File: src/rtl/instr_mem_loader.sv
// Streams a byte payload into instruction memory while holding the CPU in reset.
// Optional trailing checksum byte is enabled by defining LOADER_CHECKSUM_EN.
module instr_mem_loader #(
  parameter int ADDR_W = 9
) (
  input  logic              clk,
  input  logic              Reset,
  input  logic              start,
  input  logic [ADDR_W:0]   byte_len,
  input  logic              in_valid,
  input  logic [7:0]        in_data,
  output logic              in_ready,
  output logic              mem_we,
  output logic [ADDR_W-1:0] mem_addr,
  output logic [7:0]        mem_wdata,
  output logic              cpu_hold,
  output logic              done,
  output logic              error
);

`ifdef LOADER_CHECKSUM_EN
  typedef enum logic [2:0] {IDLE, LOAD, CHECK, DONE, ERR} state_t;
`else
  typedef enum logic [2:0] {IDLE, LOAD, DONE, ERR} state_t;
`endif

  localparam logic [ADDR_W:0] MAX_LEN = {1'b1, {ADDR_W{1'b0}}};

  function automatic logic len_in_range(input logic [ADDR_W:0] len);
    return (len != '0) && (len <= MAX_LEN);
  endfunction

  state_t          state, next_state;
  logic [ADDR_W:0] count;
  logic [ADDR_W:0] len_q;
  logic            accept;
  logic            load_acc;
  logic            start_acc;

  assign accept    = in_valid && in_ready;
  assign load_acc  = accept && (state == LOAD);
  assign start_acc = start && ((state == IDLE) || (state == DONE) || (state == ERR));

`ifdef LOADER_CHECKSUM_EN
  function automatic logic [7:0] add_mod256(input logic [7:0] a, input logic [7:0] b);
    return a + b;
  endfunction

  logic [7:0] sum;

  always_ff @(posedge clk or negedge Reset) begin
    if (!Reset) begin
      sum <= '0;
    end else if (start_acc && len_in_range(byte_len)) begin
      sum <= '0;
    end else if (load_acc) begin
      sum <= add_mod256(sum, in_data);
    end
  end
`endif

  always_ff @(posedge clk or negedge Reset) begin
    if (!Reset) begin
      state <= IDLE;
    end else begin
      state <= next_state;
    end
  end

  // The exit test uses the post-increment count, so the final write is seen
  // one cycle before the state leaves LOAD and no extra byte is taken.
  always_comb begin
    next_state = state;
    in_ready   = 1'b0;
    cpu_hold   = 1'b1;
    done       = 1'b0;
    error      = 1'b0;
    case (state)
      IDLE: ;
      LOAD: begin
        in_ready = (count != len_q);
        if (count == len_q) begin
`ifdef LOADER_CHECKSUM_EN
          next_state = CHECK;
`else
          next_state = DONE;
`endif
        end
      end
`ifdef LOADER_CHECKSUM_EN
      CHECK: begin
        in_ready = 1'b1;
        if (accept) begin
          next_state = (add_mod256(sum, in_data) == 8'h00) ? DONE : ERR;
        end
      end
`endif
      DONE: begin
        cpu_hold = 1'b0;
        done     = 1'b1;
      end
      ERR: error = 1'b1;
      default: next_state = IDLE;
    endcase
    if (start_acc) begin
      next_state = len_in_range(byte_len) ? LOAD : ERR;
    end
  end

  always_ff @(posedge clk or negedge Reset) begin
    if (!Reset) begin
      count <= '0;
      len_q <= '0;
    end else if (start_acc && len_in_range(byte_len)) begin
      count <= '0;
      len_q <= byte_len;
    end else if (load_acc) begin
      count <= count + 1'b1;
    end
  end

  // Write port stage: one cycle behind the accepted byte.
  always_ff @(posedge clk or negedge Reset) begin
    if (!Reset) begin
      mem_we    <= 1'b0;
      mem_addr  <= '0;
      mem_wdata <= '0;
    end else begin
      mem_we <= load_acc;
      if (load_acc) begin
        mem_addr  <= count[ADDR_W-1:0];
        mem_wdata <= in_data;
      end
    end
  end

endmodule

File: config.mk
export PLATFORM = sky130hd
export DESIGN_NAME = instr_mem_loader
export DESIGN_NICKNAME = d
export VERILOG_FILES = /design/src/rtl/instr_mem_loader.sv
export SDC_FILE = /design/constraint.sdc
export NUM_CORES = 1
export LEC_CHECK = 0
export CORE_ASPECT_RATIO = 1.2
export CORE_MARGIN = 2
export CORE_UTILIZATION = 35
export DETAILED_ROUTE_END_ITERATION = 10
export GPL_ROUTABILITY_DRIVEN = 1
export PLACE_DENSITY_LB_ADDON = 0.3
export SETUP_SLACK_MARGIN = 0.2
export SLEW_MARGIN = 40
export SYNTH_ARGS = -nofsm -noshare
export SYNTH_HDL_FRONTEND = slang
export SYNTH_SLANG_ARGS = --single-unit
File: constraint.sdc
create_clock -name clk -period 3.7 [get_ports clk]
set_input_delay 0.37 -clock clk [delete_from_list [all_inputs] [get_ports clk]]
set_output_delay 0.37 -clock clk [all_outputs]
set_load 0.01 [all_outputs]
==> flow_metrics.tcl <==
set metrics [dict create \
    internal-power_mw 1.00 \
    hpwlAfterDp_um 2770 \
    gp_congestion 0.802 \
    min_period_ns 2.68 \
    vias 1355 \
    fmax_mhz 373 \
    worstSkewPairLatency_ns 0.29 \
    p_per_area_nw_per_um2 574 \
    antenna_found_initial 0 \
    wl_per_cell_um 14.2 \
    drtPass1Iterations 4 \
    ys_ff_latch 40 \
    first_global_vias 1339 \
    layout-drive-gt1-share_pct 10.4 \
    hold_viol 0 \
    worstSetupPathType "reg -> out" \
    p_sw_share_pct 29.9 \
    max_slew_margin_pct 55.6 \
    crit_buf_inv 1 \
    cp.arrival_ns 2.31 \
    slew_viol_final 0 \
    cts_resized 0 \
    synth_mux_area_share_pct 17.7 \
    post-route-util_pct 47.7 \
    ff2ff_setup_slack_ns 1.34 \
    peakVddDrop_uv 276 \
    clock_power_share_pct 24.3 \
    grt_max_degree 41 \
    synth-xor-area-share_pct 5.60 \
    crit_fanout 6 \
    grt_overflow 0 \
    start_util_pct 35.9 \
    p_seq_share_pct 47.8 \
    end_kind "output pin" \
    drv_cap 0 \
    final_antenna_net_count 0 \
    cp_slowest_cell "nor4_1" \
    synth-simple-area-share_pct 11.7 \
    synth_top_family_by_area "multiplexers" \
    leakagePower_nw 1.08 \
    crit_family "simple AND/OR/NAND/NOR gates" \
    synthCells 153 \
    path_cells "xor2_1 -> nor4_1 -> and3_1 -> nor2_1 -> clkdlybuf4s50_1" \
    power_frac_comb_pct 27.9 \
    cts_buffer_depth 2 \
    synthAdderAreaFrac_pct 0.667 \
    dieArea_sq_um 5970 \
    n_antenna_cell 0 \
    clkTransAtPathRegs_ns 0.07 \
    fin_skew_ns 0.00434 \
    finalSetupTns_ns 0 \
    hp-class "in -> async" \
    area_growth_pct 32.7 \
    synth_fp_nets 176 \
    finalCritPeriodShare_pct 72.5 \
    ios 44 \
    nets 224 \
    grt_pass1_wl_um 6390 \
    viasPerCell 5.13 \
    clock-sinks 40 \
    root_buffer "clkbuf_8" \
    holdBufCountCts 0 \
    start_kind "register" \
    worstReg2RegEnd "mem_wdata[2]$_DFFE_PN0P_" \
    yosys-top-cells-area "dfrtp_1 (53%), mux2_1 (12%), xor2_1 (4.7%)" \
    power.switching_mw 0.428 \
    numCtsBuffers 5 \
    required_ns 3.33 \
    fp.dieW_um 70.8 \
    fill_cells 505 \
    cts_tree "done" \
    setup_viol 0 \
    ff2ff_path_depth 5 \
    postRouteWirelength_um 3750 \
    status "completed" \
    drc 0 \
    synth_area_sq_um 1880 \
    seqCellArea_sq_um 1000 \
    r2r_start "count[4]$_DFFE_PN0P_" \
    ys_seq_area_share_pct 53.3 \
    tightest_slew_ns 0.665 \
    drt_iter0_markers 64 \
    port_buffers 43 \
    multi_input_area_sq_um 827 \
    core_sq_um 5230 \
    cpPeakStageDelay_ns 0.56 \
    synth_compound_area_share_pct 8.07 \
    post_cts_buffers 0 \
    h-tree-depth 2 \
    track_usage_pct 13.9 \
    synth_top_area_cell "dfrtp_1" \
    rsz0062_at_grt "false" \
    die_y_um 84.2 \
    ys_warn_count 0 \
    synth_top_area_share_pct 53.3 \
    synthDistinctLibCells 39 \
    fp-row-count 29 \
    synth.avg_cell_area_sq_um 12.3 \
]
sequential cells by signal, summed over array words and instances (netlist names):
register / count
mem_we: 1
mem_addr: 9
len_q: 10
count: 10
mem_wdata: 8
state: 2
per-layer routing:
metal / part of all wire [%] / GRT usage, %
met3: 6.4 / 4.80
met2: 49 / 22.3
met4: 1.8 / 5.66
met5: 0 / 0
met1: 43 / 17.3
metrics by stage:
stage / total power, mW / cells / hold WS [ns] / setup slack, ns / cell area, sq um
after floorplan: 0.899 / 153 / 0.0744 / 1.42 / 1880
after global placement: 1.08 / 256 / 0.466 / 1.06 / 2380
after detailed placement: 1.10 / 256 / 0.379 / 1.01 / 2380
after CTS: 1.45 / 264 / 0.0573 / 0.977 / 2490
after global routing: 1.53 / 264 / 0.0774 / 0.799 / 2490
final: 1.43 / 264 / 0.0415 / 1.02 / 2490
logic make-up (layout without fill, tap and decap cells):
logic type | count (synthesis) | count (layout)
flip-flops | 40 | 40
AND/OR/NAND/NOR | 37 | 37
multiplexers | 28 | 28
AO/OA/AOI/OAI | 23 | 23
XOR/XNOR | 12 | 12
buffers and inverters | 12 | 61
adder cells (fa/ha/maj) | 1 | 1
power by group through the flow:
stage               Combinational [mW]  Sequential, mW  Clock (mW)
global route                     0.444           0.707       0.375
CTS                              0.408           0.686       0.356
global placement                 0.395           0.689           0
finish                           0.399           0.683       0.347
floorplan                        0.227           0.672           0
detailed placement               0.406           0.692           0
cells in the final DEF, fill, tap and decap left out, types with 3 or more instances in the layout:
master and count:
a21oi_1 5, and3_1 3, buf_4 4, clkbuf_8 5
clkdlybuf4s50_1 42, dfrtp_1 40, inv_1 7, mux2_1 20
mux2_4 5, nand2_1 7, nor2_1 6, nor3_1 3
o21ai_0 3, o31ai_1 4, or4_1 3, xor2_1 10
synthesized netlist by cell type:
| master | count |
|---|---|
| nand4_1 | 2 |
| clkbuf_1 | 2 |
| nand3_1 | 2 |
| inv_1 | 7 |
| o21ai_1 | 2 |
| o311ai_1 | 1 |
| a31oi_1 | 2 |
| nor4_1 | 2 |
| or3_1 | 1 |
| o21ai_0 | 3 |
| o41ai_1 | 1 |
| or4b_1 | 1 |
| mux2_2 | 1 |
| a21bo_2 | 1 |
| mux2_4 | 5 |
| nand2b_1 | 2 |
| mux2i_1 | 2 |
| o21a_1 | 2 |
| or2_1 | 1 |
| o31ai_1 | 4 |
| a21oi_1 | 5 |
| nor2b_1 | 1 |
| and3_1 | 3 |
| nor4_4 | 1 |
| mux2_1 | 20 |
| and2_1 | 1 |
| or4_1 | 3 |
| o211ai_1 | 1 |
| nor3_1 | 3 |
| ha_1 | 1 |
| xnor2_1 | 2 |
| xor2_1 | 10 |
| or4_4 | 1 |
| nand2_1 | 7 |
| buf_6 | 1 |
| buf_2 | 2 |
| a311oi_1 | 1 |
| dfrtp_1 | 40 |
| nor2_1 | 6 |
final cells by class:
cell class,count,share of cell area [%]
flip-flops and latches,40,40.2
clock inverters,2,1.41
inverters,7,1.06
repair buffers,46,18.1
well taps,62,3.12
clock buffers,6,2.91
multi-input cells,101,33.2
worst max path at each step:
stage	startpoint	endpoint	slack, ns	depth (start not counted)
final	count[4]$_DFFE_PN0P_	in_ready	1.02	5
after CTS	count[4]$_DFFE_PN0P_	in_ready	0.98	5
after floorplan	byte_len[4]	len_q[4]$_DFFE_PN0N_	1.42	5
after detailed placement	byte_len[4]	len_q[0]$_DFFE_PN0N_	1.01	6
after global placement	byte_len[4]	len_q[0]$_DFFE_PN0N_	1.06	6
after global routing	count[4]$_DFFE_PN0P_	in_ready	0.80	5
worst reg2reg max path, cell delays in order, from the launching register on:
cell	delay [ns]
dfrtp_1	0.45
xor2_1	0.19
nor4_1	0.56
a31oi_2	0.41
buf_4	0.31
mux2_1	0.32
No activity file was read; power rests on OpenSTA's default activity.
